## config.mk

```make
export PLATFORM = sky130hd
export DESIGN_NAME = conv_pim_ctrl
export DESIGN_NICKNAME = d
export VERILOG_FILES = /design/src/rtl/pim_pkg.sv /design/src/rtl/pim_lat_counter.sv /design/src/rtl/conv_pim_ctrl.sv
export SDC_FILE = /design/constraint.sdc
export NUM_CORES = 1
export LEC_CHECK = 0
export ABC_AREA = 1
export CAP_MARGIN = 5
export CORE_ASPECT_RATIO = 1.2
export CORE_UTILIZATION = 55
export DETAILED_ROUTE_END_ITERATION = 7
export GPL_TIMING_DRIVEN = 0
export PLACE_DENSITY = 0.81
export SLEW_MARGIN = 10
export SYNTH_ARGS = -nofsm -noshare
export SYNTH_HDL_FRONTEND = slang
export SYNTH_SLANG_ARGS = --single-unit
```

## constraint.sdc

```tcl
create_clock -name clk -period 2.46 [get_ports clk]
set_input_delay 0.369 -clock clk [delete_from_list [all_inputs] [get_ports clk]]
set_output_delay 0.369 -clock clk [all_outputs]
set_load 0.05 [all_outputs]
```

## src/rtl/pim_pkg.sv

```systemverilog
`default_nettype none
// ============================================================================
// Module      : pim_pkg
// Description : Shared types and helpers for the PIM convolution / FC control.
// Revision    : 1.0
// ============================================================================
package pim_pkg;

    localparam int DEFAULT_PIM_LAT = 4;

    typedef enum logic [2:0] {
        S_IDLE = 3'd0,
        S_FILL = 3'd1,
        S_WAIT = 3'd2,
        S_EMIT = 3'd3,
        S_NEXT = 3'd4,
        S_DONE = 3'd5
    } conv_ctrl_state_t;

    // Bits needed to index 0..value-1, never less than one.
    function automatic int clog2_w(input int value);
        int w;
        w = 1;
        while ((1 << w) < value) w = w + 1;
        return w;
    endfunction

endpackage
`default_nettype wire

```

## src/rtl/pim_lat_counter.sv

```systemverilog
`default_nettype none
// ============================================================================
// Module      : pim_lat_counter
// Description : Loadable down-counter with zero flag for PIM array latency.
// Revision    : 1.0
// ============================================================================
module pim_lat_counter #(
    parameter int WIDTH = 2
) (
    input  logic             clk,
    input  logic             rst,
    input  logic             i_load,
    input  logic [WIDTH-1:0] i_load_value,
    input  logic             i_dec,
    output logic             o_zero
);

    logic [WIDTH-1:0] r_count;

    // Load wins over decrement; the count rests at zero.
    always_ff @(posedge clk or negedge rst) begin
        if (!rst) begin
            r_count <= '0;
        end else if (i_load) begin
            r_count <= i_load_value;
        end else if (i_dec && (r_count != '0)) begin
            r_count <= r_count - 1'b1;
        end
    end

    assign o_zero = (r_count == '0);

endmodule
`default_nettype wire

```

## src/rtl/conv_pim_ctrl.sv

```systemverilog
`default_nettype none
// ============================================================================
// Module      : conv_pim_ctrl
// Description : Column/filter sequencer for one conv_pim engine, one row band.
// Revision    : 1.0
// ============================================================================
module conv_pim_ctrl
    import pim_pkg::*;
#(
    parameter int BIT_WIDTH   = 8,
    parameter int OUT_WIDTH   = 8,
    parameter int KERNEL_SIZE = 5,
    parameter int IN_SIZE     = 32,
    parameter int NUM_FILTERS = 2,
    parameter int ADDR_W      = 1,
    parameter int PIM_LAT     = DEFAULT_PIM_LAT
) (
    input  logic                        clk,
    input  logic                        rst,
    input  logic                        start,
    output logic                        busy,
    output logic                        done,
    input  logic                        col_valid,
    output logic                        col_ready,
    output logic                        pim_en,
    output logic [ADDR_W-1:0]           pim_address,
    input  logic [OUT_WIDTH-1:0]        pim_value,
    output logic                        out_valid,
    input  logic                        out_ready,
    output logic [OUT_WIDTH-1:0]        out_data,
    output logic [clog2_w(IN_SIZE)-1:0] out_col,
    output logic [ADDR_W-1:0]           out_filter
);

    localparam int c_COL_W = clog2_w(KERNEL_SIZE + 1);
    localparam int c_WIN_W = clog2_w(IN_SIZE);
    localparam int c_LAT_W = clog2_w(PIM_LAT);

    localparam logic [c_COL_W-1:0] c_KSIZE     = c_COL_W'(KERNEL_SIZE);
    localparam logic [c_COL_W-1:0] c_LAST_COL  = c_COL_W'(KERNEL_SIZE - 1);
    localparam logic [c_WIN_W-1:0] c_LAST_WIN  = c_WIN_W'(IN_SIZE - KERNEL_SIZE);
    localparam logic [ADDR_W-1:0]  c_LAST_FILT = ADDR_W'(NUM_FILTERS - 1);
    localparam logic [c_LAT_W-1:0] c_LAT_LOAD  = c_LAT_W'(PIM_LAT - 1);

    if ((IN_SIZE < KERNEL_SIZE) || (PIM_LAT < 1) || (BIT_WIDTH < 1) ||
        (ADDR_W < clog2_w(NUM_FILTERS))) begin : g_param_check
        $error("conv_pim_ctrl: invalid parameterisation");
    end

    conv_ctrl_state_t   r_state;
    conv_ctrl_state_t   w_next_state;
    logic [c_COL_W-1:0] r_col_cnt;
    logic [c_WIN_W-1:0] r_window;
    logic [ADDR_W-1:0]  r_filter;
    logic               w_lat_load;
    logic               w_lat_zero;

    pim_lat_counter #(
        .WIDTH (c_LAT_W)
    ) u_lat_counter (
        .clk          (clk),
        .rst          (rst),
        .i_load       (w_lat_load),
        .i_load_value (c_LAT_LOAD),
        .i_dec        (r_state == S_WAIT),
        .o_zero       (w_lat_zero)
    );

    always_ff @(posedge clk or negedge rst) begin
        if (!rst) begin
            r_state <= S_IDLE;
        end else begin
            r_state <= w_next_state;
        end
    end

    // The latency counter is reloaded on every transition into WAIT.
    always_comb begin
        w_next_state = r_state;
        w_lat_load   = 1'b0;
        col_ready    = 1'b0;
        out_valid    = 1'b0;
        busy         = 1'b1;
        done         = 1'b0;
        case (r_state)
            S_IDLE: begin
                busy = 1'b0;
                if (start) w_next_state = S_FILL;
            end
            S_FILL: begin
                col_ready = 1'b1;
                if (col_valid && (r_col_cnt == c_LAST_COL)) begin
                    w_next_state = S_WAIT;
                    w_lat_load   = 1'b1;
                end
            end
            S_WAIT: begin
                if (w_lat_zero) w_next_state = S_EMIT;
            end
            S_EMIT: begin
                out_valid = 1'b1;
                if (out_ready) begin
                    if (r_filter < c_LAST_FILT) begin
                        w_next_state = S_WAIT;
                        w_lat_load   = 1'b1;
                    end else if (r_window == c_LAST_WIN) begin
                        w_next_state = S_DONE;
                    end else begin
                        w_next_state = S_NEXT;
                    end
                end
            end
            S_NEXT: begin
                col_ready = 1'b1;
                if (col_valid) begin
                    w_next_state = S_WAIT;
                    w_lat_load   = 1'b1;
                end
            end
            S_DONE: begin
                done         = 1'b1;
                w_next_state = S_IDLE;
            end
            default: w_next_state = S_IDLE;
        endcase
    end

    assign pim_en = col_valid & col_ready;

    // pim_address is a separate register so it only moves on WAIT entry.
    always_ff @(posedge clk or negedge rst) begin
        if (!rst) begin
            r_col_cnt   <= '0;
            r_window    <= '0;
            r_filter    <= '0;
            pim_address <= '0;
            out_data    <= '0;
            out_col     <= '0;
            out_filter  <= '0;
        end else begin
            case (r_state)
                S_IDLE: begin
                    if (start) begin
                        r_col_cnt <= '0;
                        r_window  <= '0;
                        r_filter  <= '0;
                    end
                end
                S_FILL: begin
                    if (col_valid) begin
                        if (r_col_cnt < c_KSIZE) r_col_cnt <= r_col_cnt + 1'b1;
                        if (r_col_cnt == c_LAST_COL) begin
                            r_filter    <= '0;
                            pim_address <= '0;
                        end
                    end
                end
                S_WAIT: begin
                    if (w_lat_zero) begin
                        out_data   <= pim_value;
                        out_col    <= r_window;
                        out_filter <= r_filter;
                    end
                end
                S_EMIT: begin
                    if (out_ready && (r_filter < c_LAST_FILT)) begin
                        r_filter    <= r_filter + 1'b1;
                        pim_address <= r_filter + 1'b1;
                    end
                end
                S_NEXT: begin
                    if (col_valid) begin
                        if (r_window < c_LAST_WIN) r_window <= r_window + 1'b1;
                        r_filter    <= '0;
                        pim_address <= '0;
                    end
                end
                default: ;
            endcase
        end
    end

endmodule
`default_nettype wire

```

==> impl_metrics.json <==
{
  "status": "complete, no violations",
  "yosysTopAreaCell": "dfrtp_1",
  "ant_nets": 0,
  "grt_start_max_net_pins": 30,
  "path_clk_slew_ns": 0.10,
  "die_h_um": 61.6,
  "antenna_cells": 0,
  "path_delay_family": "buffers and inverters",
  "syn_area_sq_um": 1630,
  "synth-seq-cells": 29,
  "skew_ns": 0.00517,
  "cts_buffers": 5,
  "htreeDepth": 2,
  "finalHoldViolations": 0,
  "cap_violations": 0,
  "drive_gt1_share_pct": 16.4,
  "port_buffers": 32,
  "start_kind": "flip-flop",
  "via_count": 1394,
  "syn_nets": 215,
  "syn_avg_cell_area_sq_um": 8.23,
  "p_leak_nw": 1.06,
  "synthCells": 198,
  "max_freq_mhz": 426,
  "seqCellArea_sq_um": 726,
  "drt-vias-per-instance": 5.13,
  "yosysWarnings": 0,
  "initial_core_util_pct": 57.9,
  "cts_tree": "yes",
  "finalSetupViolations": 0,
  "fin_nets": 254,
  "routed_wl_um": 3200,
  "grt-ovfl-total": 0,
  "rsz0062_at_grt": "no",
  "postCtsSetupBuffers": 0,
  "crit_path_top_delay_cell": "clkdlybuf4s50_1",
  "relSlewSlack_pct": 57.6,
  "grt_pass1_vias": 1212,
  "layout_commonest_cell": "nand2_1",
  "final_cell_mix": "65 x nand2_1, 29 x clkdlybuf4s50_1, 29 x dfrtp_1",
  "powerDensity_nw_per_um2": 1210,
  "cp.depth": 4,
  "r2r_cells": 7,
  "postPlaceCellArea_sq_um": 1990,
  "cts.sinks": 29,
  "gp_congestion": 0.931,
  "core-area_sq_um": 2810,
  "ys_seq_area_share_pct": 44.5,
  "worst-path-buf-inv": 2,
  "die-area_sq_um": 3180,
  "clk_path_buf_depth": 2,
  "wl_per_cell_um": 11.8,
  "cp_data_arrival_time_ns": 1.98,
  "crit_type": "reg2out",
  "grt_pass1_wl_um": 5060,
  "slew_violations": 0,
  "peakVddDrop_uv": 1070,
  "fin_crit_sh_pct": 95.3,
  "p_total_w": 0.00247,
  "max_stage_delay_ns": 0.84,
  "timing.hold.ws_ns": 0.0467,
  "track_usage_pct": 22.4,
  "dr.pass1.iters": 4,
  "synth_area_leaders": "dfrtp_1 45%, nand2_1 15%, mux2_4 7.4%",
  "fin_setup_tns_ns": 0,
  "yosysUniqueCellTypes": 22,
  "nFillCells": 216,
  "drtIter0Drc": 36,
  "drc_errors": 0,
  "netlist.area_leader.share_pct": 44.5,
  "clockRootBuffer": "clkbuf_4",
  "rows": 21,
  "hp-class": "in2async",
  "io_pins": 33,
  "die_w_um": 51.7,
  "path_cells": "buf_4 > nand2_1 > nor2_2 > clkdlybuf4s50_1",
  "antenna_found_initial": 0,
  "clock_latency_ns": 0.33,
  "critPathCaptureType": "output port",
  "multiInputGateArea_sq_um": 782,
  "worst_pin_slew_ns": 0.635,
  "dp_hpwl_um": 2450,
  "finalCriticalPeriod_ns": 2.34,
  "post-route-cell-area_sq_um": 2040,
  "syn_to_final_growth_pct": 25.4,
  "cp_max_fo": 9,
  "crit_required_ns": 2.09
}
==> cell families (layout without fill, tap and decap cells) <==
kind of cell / Yosys count / in the layout / share of synthesized area (%)
fa+ha+maj: 4 / 4 / 3.07
flops: 29 / 29 / 44.5
simple gates: 116 / 116 / 33.0
mux: 8 / 8 / 7.37
compound gates: 13 / 13 / 3.99
xor+xnor: 1 / 1 / 0.538
buf+inv: 27 / 67 / 7.45
==> registers in the layout, indices dropped and copies added (netlist names) <==
signal and cells:
out_data 8, out_col 5, r_window 5, r_col_cnt 3, r_state 3, u_lat_counter.r_count 2
out_filter 1, pim_address 1, r_filter 1
==> cells in the mapped netlist, drive strengths merged <==
| cell type | n |
|---|---|
| nor2 | 20 |
| nand2 | 70 |
| inv | 23 |
| o21ai | 11 |
| a21oi | 2 |
| ha | 4 |
| nand3 | 19 |
| nand4 | 1 |
| nand3b | 3 |
| xnor2 | 1 |
| buf | 4 |
| or2 | 3 |
| dfrtp | 29 |
| mux2 | 8 |
==> final cells by class <==
class,instances,share of cell area [%]
plain buffers,4,1.71
clock buffers,5,1.84
clock inverters,3,0.857
inverters,23,4.23
multi-input cells,142,38.3
flip-flops and latches,29,35.5
well taps,34,2.08
repair buffers,32,15.5
==> final timing paths <==
| kind | from | end | slack [ns] |
|---|---|---|---|
| setup / recovery | r_state[0] | out_valid | 0.12 |
| hold / removal | rst | out_data[4] | 0.05 |
| setup reg to reg | r_state[1] | u_lat_counter.r_count[1] | 1.04 |
| hold reg to reg | r_filter | r_filter | 0.48 |
| max in group asynchronous | rst | r_col_cnt[2] | 2.00 |
| min in group clk | r_filter | r_filter | 0.48 |
==> repair_timing <==
action / 4_1_cts / 5_1_grt
hold buffers: 0 / 0
endpoints found under the setup margin: 1 / 1
pin swaps: 0 / 0
gates resized for setup: 1 / 1
==> routing by layer <==
layer,vias to the layer above,GRT usage [%],part of all wire (%)
met5,-,0,0
met4,0,8.88,1.7
met3,7,7.90,5.7
met2,43,39.3,51
met1,641,25.0,42
li1,703,-,-
==> where the power goes <==
| part | switching (W) | leakage [nW] | internal (W) |
|---|---|---|---|
| Clock | 0.000175 | 0.0310 | 0.000107 |
| Sequential | 0.0000809 | 0.372 | 0.000618 |
| Combinational | 0.000942 | 0.652 | 0.000550 |
==> through the flow <==
stage	instances	util [%]	worst slack, ns
floorplan	198	-	0.571
global placement	264	70.9	0.260
detailed placement	264	70.7	0.261
CTS	272	72.6	0.0141
global route	272	72.7	0.00769
finish	272	72.7	0.115
(Power assumes the default switching activity.)
